### src/rtl/note_seq_pkg.sv
// Shared definitions for the note sequencer.
//   state_t   : playback FSM states (IDLE, LOAD, PLAY)
//   PERIOD_W  : width of the oscillator compare value
//   DEF_DW    : default duration field width (ticks)
//   DEF_DEPTH : default melody table depth
package note_seq_pkg;

  localparam int PERIOD_W  = 32;
  localparam int DEF_DW    = 16;
  localparam int DEF_DEPTH = 16;

  typedef enum logic [1:0] {
    IDLE = 2'd0,
    LOAD = 2'd1,
    PLAY = 2'd2
  } state_t;

endpackage

### src/rtl/tick_prescaler.sv
// Duration-tick prescaler: counts 0..TICK_DIV-1 while enabled and wraps.
// Ports:
//   clk  : system clock
//   rst  : synchronous reset, active-high
//   clr  : synchronous clear of the counter (restarts the tick phase)
//   en   : count enable
//   tick : one-cycle pulse on the cycle the counter wraps
module tick_prescaler #(
  parameter int TICK_DIV = 12000
) (
  input  logic clk,
  input  logic rst,
  input  logic clr,
  input  logic en,
  output logic tick
);

  localparam int CW = (TICK_DIV > 1) ? $clog2(TICK_DIV) : 1;
  localparam logic [CW-1:0] LAST = CW'(TICK_DIV - 1);

  logic [CW-1:0] cnt_reg;

  always_ff @(posedge clk) begin
    if (rst || clr) begin
      cnt_reg <= '0;
    end else if (en) begin
      cnt_reg <= (cnt_reg == LAST) ? '0 : cnt_reg + 1'b1;
    end
  end

  // Combinational so the wrap cycle itself is the last cycle of a tick;
  // this makes a note of dur ticks last exactly dur*TICK_DIV cycles.
  assign tick = en && (cnt_reg == LAST);

endmodule

### src/rtl/note_sequencer.sv
// Melody sequencer driving the pulse oscillator.
// Plays (period, duration) entries from a small table in order, producing
// the oscillator half-period compare value and an audible gate.
// Ports:
//   clk, rst          : clock, synchronous active-high reset
//   wr_en/wr_addr     : table write strobe and index
//   wr_period/wr_dur  : entry contents (period 0 = rest, dur 0 = 1 tick)
//   start/stop        : begin playback at entry 0 / abort (stop wins)
//   loop_en/last_addr : end-of-sequence control, sampled at note end
//   count_max, gate   : oscillator compare value and audible enable
//   busy, cur_addr    : playback active, entry loaded/playing
//   done              : one-cycle pulse on natural end of sequence
module note_sequencer
  import note_seq_pkg::*;
#(
  parameter int DEPTH    = DEF_DEPTH,
  parameter int AW       = 4,
  parameter int TICK_DIV = 12000,
  parameter int DW       = DEF_DW
) (
  input  logic                clk,
  input  logic                rst,
  input  logic                wr_en,
  input  logic [AW-1:0]       wr_addr,
  input  logic [PERIOD_W-1:0] wr_period,
  input  logic [DW-1:0]       wr_dur,
  input  logic                start,
  input  logic                stop,
  input  logic                loop_en,
  input  logic [AW-1:0]       last_addr,
  output logic [PERIOD_W-1:0] count_max,
  output logic                gate,
  output logic                busy,
  output logic [AW-1:0]       cur_addr,
  output logic                done
);

  localparam logic [DW-1:0] DUR_ONE = DW'(1);

  // Melody table (not reset)
  logic [PERIOD_W-1:0] period_mem [DEPTH];
  logic [DW-1:0]       dur_mem    [DEPTH];

  always_ff @(posedge clk) begin
    if (wr_en) begin
      period_mem[wr_addr] <= wr_period;
      dur_mem[wr_addr]    <= wr_dur;
    end
  end

  logic [PERIOD_W-1:0] ld_period;
  logic [DW-1:0]       ld_dur;

  assign ld_period = period_mem[cur_addr];
  assign ld_dur    = dur_mem[cur_addr];

  // FSM and datapath registers
  state_t              state_reg,     state_next;
  logic [AW-1:0]       cur_addr_reg,  cur_addr_next;
  logic [PERIOD_W-1:0] count_max_reg, count_max_next;
  logic                gate_reg,      gate_next;
  logic                done_reg,      done_next;
  logic [DW-1:0]       dur_cnt_reg,   dur_cnt_next;
  logic                tick;

  // Tick phase restarts every time a note is loaded.
  tick_prescaler #(
    .TICK_DIV (TICK_DIV)
  ) u_prescaler (
    .clk  (clk),
    .rst  (rst),
    .clr  (state_reg != PLAY),
    .en   (state_reg == PLAY),
    .tick (tick)
  );

  always_ff @(posedge clk) begin
    if (rst) begin
      state_reg     <= IDLE;
      cur_addr_reg  <= '0;
      count_max_reg <= '0;
      gate_reg      <= 1'b0;
      done_reg      <= 1'b0;
      dur_cnt_reg   <= '0;
    end else begin
      state_reg     <= state_next;
      cur_addr_reg  <= cur_addr_next;
      count_max_reg <= count_max_next;
      gate_reg      <= gate_next;
      done_reg      <= done_next;
      dur_cnt_reg   <= dur_cnt_next;
    end
  end

  always_comb begin
    state_next     = state_reg;
    cur_addr_next  = cur_addr_reg;
    count_max_next = count_max_reg;
    gate_next      = gate_reg;
    done_next      = 1'b0;
    dur_cnt_next   = dur_cnt_reg;

    if (stop) begin
      state_next = IDLE;
      gate_next  = 1'b0;
    end else begin
      case (state_reg)
        IDLE: begin
          gate_next = 1'b0;
          if (start) begin
            state_next    = LOAD;
            cur_addr_next = '0;
          end
        end

        // The entry is captured here; later writes to the same slot only
        // affect the next time it is loaded.
        LOAD: begin
          count_max_next = ld_period;
          gate_next      = (ld_period != '0);
          dur_cnt_next   = (ld_dur == '0) ? DUR_ONE : ld_dur;
          state_next     = PLAY;
        end

        PLAY: begin
          if (tick) begin
            if (dur_cnt_reg == DUR_ONE) begin
              if (cur_addr_reg != last_addr) begin
                cur_addr_next = cur_addr_reg + 1'b1;  // wraps mod DEPTH
                state_next    = LOAD;
              end else if (loop_en) begin
                cur_addr_next = '0;
                state_next    = LOAD;
              end else begin
                state_next = IDLE;
                gate_next  = 1'b0;
                done_next  = 1'b1;
              end
            end else begin
              dur_cnt_next = dur_cnt_reg - 1'b1;
            end
          end
        end

        default: begin
          state_next = IDLE;
          gate_next  = 1'b0;
        end
      endcase
    end
  end

  assign count_max = count_max_reg;
  assign gate      = gate_reg;
  assign busy      = (state_reg != IDLE);
  assign cur_addr  = cur_addr_reg;
  assign done      = done_reg;

endmodule

### config.mk
export PLATFORM = sky130hd
export DESIGN_NAME = note_sequencer
export DESIGN_NICKNAME = d
export VERILOG_FILES = /design/src/rtl/note_seq_pkg.sv /design/src/rtl/tick_prescaler.sv /design/src/rtl/note_sequencer.sv
export SDC_FILE = /design/constraint.sdc
export NUM_CORES = 1
export LEC_CHECK = 0
export CAP_MARGIN = 30
export CORE_MARGIN = 1
export CORE_UTILIZATION = 68
export CTS_BUF_LIST = sky130_fd_sc_hd__clkbuf_4 sky130_fd_sc_hd__clkbuf_8
export DETAILED_ROUTE_END_ITERATION = 16
export HOLD_SLACK_MARGIN = 0.03
export PLACE_DENSITY_LB_ADDON = 0.05
export SLEW_MARGIN = 20
export SYNTH_ARGS = -nofsm -noshare
export SYNTH_HDL_FRONTEND = slang
export SYNTH_HIERARCHICAL = 1
export SYNTH_SLANG_ARGS = --single-unit
### constraint.sdc
create_clock -name clk -period 9.1 [get_ports clk]
set_clock_uncertainty 0.1 [all_clocks]
set_input_delay 1.365 -clock clk [delete_from_list [all_inputs] [get_ports clk]]
set_output_delay 1.365 -clock clk [all_outputs]
set_load 0.005 [all_outputs]
Word-level counts from Yosys, hierarchy flattened. Memories as Yosys holds them, arrays and structs flattened. A register that Yosys moved wholly into a read port is not among the register bits. Cells that the tools add are included.

Memories kept: 2. Input port bits: 62. RAM bits: 768. Flip-flop bits (word level): 70. Output and inout port bits: 39. Word-level logic and storage cells: 73.

Memories: period_mem (words 16, bits a word 32, rd ports 1, clocked after Yosys merged registers in 1, write ports 1, line note_sequencer.sv:41) `logic [PERIOD_W-1:0] period_mem [DEPTH];`; dur_mem (words 16, bits a word 16, rd ports 1, clocked after Yosys merged registers in 1, write ports 1, line note_sequencer.sv:42) `logic [DW-1:0] dur_mem [DEPTH];`.

$add $sub $neg: 3. Multiplexer cells: 29. Bitwise gates (word level): 4. Reductions and logical operators: 15. Equality and inequality tests: 13.

Operators by type and width (count): 16-bit two-way mux (3); 4-bit two-way mux (9); 16-bit one-hot mux with 2 select lines (1); 32-bit nonzero test (1); 16-bit by 1-bit equality test with 1-bit output (second input constant) (1); 16-bit zero test (1); 16-bit by 1-bit subtractor with 16-bit output (second input constant) (1); 14-bit by 1-bit adder with 14-bit output (second input constant) (1); 14-bit equality test (second input constant) (1); 14-bit two-way mux (1); 2-bit inequality test (second input constant) (7); 1-bit two-way mux (9); 4-bit one-hot mux with 2 select lines (1); 4-bit AND reduction (2); 2-bit two-way mux (3); 2-bit one-hot mux with 3 select lines (1); 6-bit AND reduction (1); 2-bit nonzero test (3); 6-bit OR reduction (1); 4-bit by 1-bit adder with 4-bit output (second input constant) (1); 4-bit inequality test (1); 1-bit inverter (4); 3-bit inequality test (second input constant) (1); 3-bit AND reduction (1); 8 further kinds (8).

Logic depth before layout (Yosys ltp). Gate-level depths: netlist of run 1.

Depth after elaboration: 7. Mapped depth: 13. Mapped depth without buffers: 10.

Modules after synthesis. Netlist of run 1, hierarchy kept.

Modules (own cells, without submodules): note_sequencer (cells each 1536, area each 31383.8 um^2, sequential area each 24263.3 um^2, times used 1); tick_prescaler (cells each 74, area each 675.6 um^2, sequential area each 280.3 um^2, times used 1).

Least setup slack after synthesis of run 1. No wires, ideal clock.

Path kind: input port to flip-flop. Start: input wr_addr[3]. End: memory dur_mem[0][0] (netlist name) (enable). Arrival: 5.156 ns. Data required time: 8.487 ns. Setup slack: 3.331 ns. Library setup time: 0.513 ns. Buffers on the path: 0. Stages on the path: 2. Path through: or3b_2 nor3_1.

RTL lines: start: declaration (line note_sequencer.sv:24) `input logic [AW-1:0] wr_addr,`; end: declaration (line note_sequencer.sv:42).

Straight into the memory's write port.

==> flow_metrics.tcl, run 1 <==
set metrics [dict create \
    status "finished, final reports clean" \
    ios 101 \
    crit_type "register to register" \
    worstMarginPinSlew_ns 1.05 \
    netlist_instances 1610 \
    cp-end-kind "register" \
    clkLatencyLatePin_ns 0.77 \
    drtIter0Drc 1799 \
    fp.dieW_um 219 \
    cts_buffers 133 \
    cts.sinks 842 \
    start_util_pct 68.9 \
    p_per_area_nw_per_um2 207 \
    cpPeakStageDelay_ns 0.70 \
    setup_violations 0 \
    cp_data_required_time_ns 9.60 \
    cts_max_level 4 \
    ir_worst_vdd_v 0.000171 \
    yosys_warnings 6 \
    drive_above_1_share_pct 24.6 \
    cap_viol_max_count 0 \
    port-buffer-count 100 \
    synth.area.top_cells "edfxtp_1 72%, mux4_2 13%, dfxtp_1 4.6%" \
    drc 0 \
    coreArea_sq_um 46600 \
    dp_hpwl_mm 35.3 \
    avgRoutedWirePerCell_um 28.4 \
    grt_start_max_net_pins 139 \
    cp.arrival_ns 4.67 \
    nets 1862 \
    synth_top_area_cell "edfxtp_1" \
    core.rowCount 79 \
    fin_crit_ns 4.17 \
    hold_violations 0 \
    grt_pass1_wl_mm 104 \
    ant_nets 0 \
    gr-total-overflow 0 \
    largest_reg_flops 512 \
    fmax_mhz 240 \
    tns_ns 0 \
    clkTransAtPathRegs_ns 0.06 \
    rsz0062_at_grt "no" \
    vias 16700 \
    clockBufferDepth 3 \
    syn-cell-area_sq_um 32100 \
    ys_seq_area_share_pct 76.6 \
    syn2layout_area_growth_pct 13.5 \
    finalMaxSlewViolations 0 \
    fin_crit_sh_pct 45.8 \
    cts_tree "built" \
    hold_path.class "register to register" \
    grtUsageTotal_pct 31.0 \
    grt_antenna_before_repair 2 \
    synth_seq_cells 842 \
    cts_resized 0 \
    dr.pass1.iters 5 \
    ctsRootBufferMaster "clkbuf_8" \
    first_global_vias 16800 \
    crit_fanout 83 \
    post_cts_buffers 0 \
    start_kind "register" \
    wl_mm 70.8 \
    viasPerCell 6.68 \
    die_h_um 219 \
    relSlewSlack_pct 29.8 \
    die_area_sq_um 48000 \
    crit_slowest_cell "nor4_1" \
    synth_area_per_cell_sq_um 19.9 \
    worstPathCellList "buf_16 > buf_12 > mux4_2 > a22oi_1 > nand2_1 > nor4_1 > nand4_1 > nor2_1 > o41ai_1" \
    gp_congestion 0.889 \
    postCtsHoldBufs 0 \
    synth_cell_types 53 \
    synth_top_area_share_pct 71.9 \
    holdWs_ns 0.356 \
    power.leakage_uw 0.0113 \
    syn-num-nets 1677 \
]
[layout by cell type, fill, tap and decap left out, types with 14 or more instances in the layout]
cell,instances
a21oi_1,48
a22oi_1,98
buf_4,27
clkbuf_4,53
clkbuf_8,140
clkdlybuf4s50_1,99
clkinv_1,24
dfxtp_1,72
edfxtp_1,768
mux4_2,192
nand2_1,131
nor2_1,44
nor2_4,14
nor3_1,15
nor4_1,22
[critical path, delay by kind of cell, from the launching register on]
family	cells	cell delay [ns]
muxes	1	0.61
AOI/OAI and AO/OA	2	0.30
DFF	1	0.58
and+or+nand+nor	4	1.44
buffers and inverters	2	0.83
[cell families after synthesis]
family | Yosys count | synth area share, %
AOI/OAI and AO/OA | 179 | 3.81
DFF | 842 | 76.6
buffers and inverters | 90 | 1.30
xor gates and xnor gates | 20 | 0.546
muxes | 193 | 13.5
and+or+nand+nor | 281 | 4.08
adders and majority gates | 5 | 0.195
[cell type report]
cell class,instances,area (sq um)
flip-flops and latches,842,24600
fillers,2419,10200
multi-input cells,678,7240
clock buffers,193,2320
repair buffers,132,1310
well taps,607,759
clock inverters,35,163
inverters,8,30.0
diodes,2,5.00
[power by group]
part | internal [uW] | total, uW | switching [uW]
clock | 1630 | 3000 | 1370
sequential | 4300 | 4320 | 20.8
combinational | 72.1 | 201 | 129
[final timing paths]
check | from | to | slack [ns] | depth (start not counted)
max | register | gate | 4.93 | 9
min | count_max[29] | count_max[29] | 0.36 | 2
max reg2reg | register | gate | 4.93 | 9
min reg2reg | count_max[29] | count_max[29] | 0.36 | 2
[synthesized netlist by cell type (all sizes together)]
master / instances
buf: 34
o2111ai: 2
and2: 1
or2: 3
or3b: 2
ha: 5
a31oi: 2
nand2b: 6
a31o: 1
o211ai: 1
a32oi: 1
nand3: 12
or4b: 1
o21ai: 14
nor2: 59
a221oi: 3
edfxtp: 768
inv: 8
a21boi: 1
dfxtp: 74
a222oi: 3
nor4: 24
nand4b: 1
a22oi: 98
mux4: 192
nor2b: 3
nand2: 131
o41ai: 1
or3: 5
xor2: 8
and4: 1
nor3: 19
mux2i: 1
nand3b: 4
a21o: 1
xnor2: 12
nand4: 8
a211oi: 2
or4: 1
a21oi: 48
clkbuf: 48
o31ai: 1
[metal layers]
metal	routed length [um]	part of all wire (%)	vias to the layer above	GRT usage (%)
met2	35400	50	912	49.9
li1	-	-	7022	-
met3	6700	9.5	127	7.18
met4	1650	2.3	0	11.3
met1	27100	38	8625	42.1
met5	0	0	-	0
[stage by stage]
| stage | utilization, % | cells | area, sq um | worst slack (ns) | total power, uW |
|---|---|---|---|---|---|
| 2_1_floorplan | - | 1610 | 32100 | 3.33 | 4480 |
| 3_3_place_gp | 72.6 | 2264 | 33800 | 4.78 | 4590 |
| 5_1_grt | 78.2 | 2497 | 36400 | 4.61 | 7750 |
| 4_1_cts | 78.0 | 2493 | 36300 | 4.89 | 7560 |
| 3_5_place_dp | 72.7 | 2265 | 33800 | 4.83 | 4600 |
| 6_report | 78.2 | 2497 | 36400 | 4.93 | 7520 |
Note: power is estimated with default switching activity, not from simulation.
==> run 2, diff against run 1 <==
Settings changed: CORE_UTILIZATION 68 to 63.
Clock period 9.1 ns to 4.3 ns, I/O delays scaled along.
==> flow_metrics.tcl, run 2 (synthesis gave the netlist of run 1 again) <==
set metrics [dict create \
    p_per_area_nw_per_um2 443 \
    utilization_pct 73.8 \
    tns_ns 0 \
    fmax_mhz 294 \
    worst-path-buf-inv 2 \
    start_kind "register" \
    coreArea_sq_um 50200 \
    fin_crit_sh_pct 79.1 \
    fin_cells 2590 \
    vias 16800 \
    drive_above_1_share_pct 25.9 \
    grt_antenna_before_repair 2 \
    die_area_sq_um 51800 \
    hold_depth 2 \
    holdWs_ns 0.300 \
    diodes 0 \
    rsz0062_at_grt "no" \
    worstPathCellList "buf_12 > buf_4 > mux4_2 > a22oi_1 > nand2_1 > nor4_1 > nand4_1 > nor2_1 > o41ai_1" \
    p_clk_share_pct 41.6 \
    hold_violations 0 \
    final_cell_mix "768 x edfxtp_1, 192 x mux4_2, 152 x clkbuf_8, 131 x nand2_1, 99 x clkdlybuf4s50_1" \
    finalMaxSlewViolations 0 \
    viasPerCell 6.47 \
    core.rowCount 82 \
    grtUsageTotal_pct 29.7 \
    worstHoldStart "rst" \
    ant_nets 0 \
    clkTransAtPathRegs_ns 0.06 \
    clkLatencyLatePin_ns 0.79 \
    crit_type "register to register" \
    nets 1882 \
    drc 0 \
    cts_buffers 136 \
    first_global_vias 16900 \
    wl_mm 73.4 \
    ir_worst_vdd_v 0.000401 \
    switchingPower_uw 3340 \
    grt_start_max_net_pins 60 \
    p_int_uw 13100 \
    clockBufferDepth 3 \
    post_cts_buffers 0 \
    gr-total-overflow 0 \
    cts_tree "built" \
    cp-end-kind "register" \
    die_h_um 228 \
    ios 101 \
    largest_reg_flops 512 \
    gp_congestion 0.847 \
    cp_data_required_time_ns 4.82 \
    ctsRootBufferMaster "clkbuf_8" \
    fin_crit_ns 3.40 \
    start_util_pct 63.9 \
    cp.arrival_ns 3.92 \
    rr_worst_depth 9 \
    dr.pass1.iters 7 \
    dp_hpwl_mm 39.6 \
    pwr-share-seq_pct 55.7 \
    port-buffer-count 100 \
    grt_pass1_wl_mm 107 \
    dp_cells 2348 \
    status "finished, final reports clean" \
    setup_violations 0 \
    cts_resized 0 \
    cts.sinks 842 \
    crit_slowest_cell "dfxtp_4" \
    postCtsHoldBufs 0 \
    cpPeakStageDelay_ns 0.64 \
    relSlewSlack_pct 42.2 \
    final_common_cell "edfxtp_1" \
    p_sw_share_pct 20.4 \
    syn2layout_area_growth_pct 15.5 \
    p_comb_share_pct 2.7 \
    crit_fanout 39 \
    fp.dieW_um 228 \
    total_power_uw 16400 \
    path_delay_family "simple AND/OR/NAND/NOR gates" \
    hold_path.class "input pin to register" \
    rrSetupSlack_ns 0.90 \
    worstMarginPinSlew_ns 0.866 \
    cap_viol_max_count 0 \
    avgRoutedWirePerCell_um 28.3 \
    drtIter0Drc 1799 \
    cp.depth 9 \
    cts_max_level 4 \
    power.leakage_uw 0.0115 \
]
[run 2: power by group through the flow]
stage | combinational (uW) | sequential [uW] | clock (uW)
after detailed placement | 441 | 9310 | 0
after global routing | 472 | 9140 | 7280
after CTS | 442 | 9140 | 6920
after global placement | 428 | 9300 | 0
final | 443 | 9140 | 6820
after floorplan | 178 | 9300 | 0
[run 2: metrics by stage]
| stage | setup slack, ns | area [sq um] |
|---|---|---|
| after floorplan | 0.554 | 32100 |
| final | 0.900 | 37000 |
| after global placement | 1.01 | 34300 |
| after global routing | 0.720 | 37000 |
| after CTS | 0.938 | 37000 |
| after detailed placement | 0.951 | 34300 |
[run 2: worst paths after layout]
check,endpoint
setup / recovery,gate
hold / removal,dur_cnt_reg[12]
setup reg to reg,gate
hold reg to reg,count_max[23]
[run 2: final cells by class]
type | instances | area [sq um]
Sequential cell | 842 | 24600
Clock buffer | 205 | 2490
Multi-Input combinational cell | 678 | 7270
Timing Repair Buffer | 149 | 1610
Clock inverter | 36 | 228
Fill cell | 2914 | 13200
Tap cell | 672 | 841
Inverter | 8 | 30.0
[run 2: worst reg2reg max path, cell delays in order, from the launching register on]
cell and delay [ns]:
dfxtp_4 0.64, buf_12 0.34, buf_4 0.29, mux4_2 0.31
a22oi_1 0.20, nand2_1 0.23, nor4_1 0.48, nand4_1 0.27
nor2_1 0.30, o41ai_1 0.10
[run 2: per-layer routing]
metal  up-vias  track usage [%]  share of wire [%]
met3       116             6.26                8.1
met1      8757             41.4                 40
met4         2             10.3                2.4
met5         -                0              0.018
li1       7060                -                  -
met2       825             47.3                 49
==> run 3, diff against run 2 <==
Settings changed: CORE_UTILIZATION 63 to 57.
Clock period 4.3 ns to 2.93 ns, I/O delays scaled along.
==> flow_metrics.tcl, run 3 (synthesis gave the netlist of run 1 again) <==
set metrics [dict create \
    grtUsageTotal_pct 27.7 \
    avgRoutedWirePerCell_um 27.8 \
    design_area_sq_um 38000 \
    dr.pass1.iters 5 \
    nFillCells 3592 \
    cts.sinks 842 \
    drive_above_1_share_pct 28.2 \
    place_area_sq_um 35200 \
    clkLatencyLatePin_ns 0.78 \
    worst_slack_ns 0.0725 \
    viasPerCell 6.18 \
    drc 0 \
    gr-total-overflow 0 \
    clkTransAtPathRegs_ns 0.06 \
    finalMaxSlewViolations 0 \
    p_per_area_nw_per_um2 636 \
    gp_congestion 0.897 \
    syn2layout_area_growth_pct 18.4 \
    hold_path.class "input pin to register" \
    dp_cells 2477 \
    final_common_cell "edfxtp_1" \
    rsz0062_at_grt "no" \
    core.rowCount 86 \
    crit_type "register to register" \
    grt_antenna_before_repair 5 \
    setup_violations 0 \
    ios 101 \
    first_global_vias 17300 \
    final_cell_mix "768 x edfxtp_1, 192 x mux4_2, 152 x clkbuf_8, 131 x nand2_1, 99 x clkdlybuf4s50_1" \
    ant_nets 0 \
    fp.dieW_um 239 \
    grt_start_max_net_pins 49 \
    cp_data_required_time_ns 3.52 \
    cap_viol_max_count 0 \
    vias 16800 \
    start_kind "register" \
    cp-end-kind "register" \
    crit_fanout 22 \
    grt_pass1_wl_mm 112 \
    nets 1934 \
    relSlewSlack_pct 53.7 \
    seqCellArea_sq_um 24600 \
    port-buffer-count 100 \
    clockBufferDepth 3 \
    cts_tree "built" \
    fin_crit_ns 2.86 \
    worstMarginPinSlew_ns 0.694 \
    cp.arrival_ns 3.45 \
    cts_max_level 4 \
    ctsRootBufferMaster "clkbuf_8" \
    hold_violations 0 \
    cts_buffers 135 \
    largest_reg_flops 512 \
    status "finished, final reports clean" \
    dp_hpwl_mm 43.2 \
    drtIter0Drc 1794 \
    start_util_pct 58.0 \
    fmax_mhz 350 \
    power.leakage_uw 0.0119 \
    wl_mm 75.7 \
    ir_worst_vdd_v 0.000432 \
    die_h_um 239 \
    fin_cells 2719 \
    multi_input_area_sq_um 7320 \
    coreArea_sq_um 55300 \
    fin_crit_sh_pct 97.5 \
    place_ws_ns -0.0586 \
    die_area_sq_um 57200 \
]
-- run 3: worst paths after layout --
check / start / to / slack (ns) / cells after the start
worst max-delay path: register / dur_cnt_reg[0] / 0.07 / 9
worst min register to register: count_max[8] / count_max[8] / 0.36 / 2
worst min-delay path: loop_en / done / 0.26 / 4
worst max register to register: register / dur_cnt_reg[0] / 0.07 / 9
-- run 3: final cells by class --
cell class,count,area share (%)
Antenna cell,1,0.00659
Clock inverter,39,0.715
Tap cell,748,2.46
Clock buffer,201,6.48
Timing Repair Buffer,202,6.33
Multi-Input combinational cell,678,19.3
Inverter,8,0.0791
Sequential cell,842,64.7
-- run 3: per-stage QoR --
step	TNS, ns	total power [uW]	hold WS [ns]	utilization (%)
detailed placement	-0.0597	14300	0.349	63.6
finish	0	24200	0.258	68.7
floorplan	-109.32	13900	0.353	-
CTS	0	24300	0.193	68.6
global placement	0	14300	0.348	63.6
global route	0	24900	0.239	68.6
-- run 3: worst max-delay path, stage by stage, from the launching register on --
cell,delay (ns)
dfxtp_4,0.40
buf_12,0.21
buf_16,0.24
mux4_2,0.52
a22oi_1,0.21
nand2_1,0.20
nor4_2,0.37
and4_1,0.23
o21ai_1,0.08
a21oi_1,0.17
-- run 3: power by group --
part / total [uW] / internal, uW / switching, uW
sequential: 13400 / 13300 / 62.6
clock: 10100 / 5630 / 4450
combinational: 684 / 260 / 424
total: 24200 / 19200 / 4930
-- run 3: what timing repair did --
item                       CTS  global route
gates resized for setup      2             7
pin swaps                    0             1
setup endpoints to repair    2             2
cloned                       0             0
hold buffers                 1             0
setup buffers                0             0
hold endpoints to repair    15             0
-- run 3: layer usage --
metal  GRT usage [%]  vias to the layer above  wire length (um)
met5               0                        -                59
met4            8.28                        8              1270
met3            6.56                      107              5630
met2            43.6                      708             37100
met1            39.2                     8798             31600
li1                -                     7189                 -
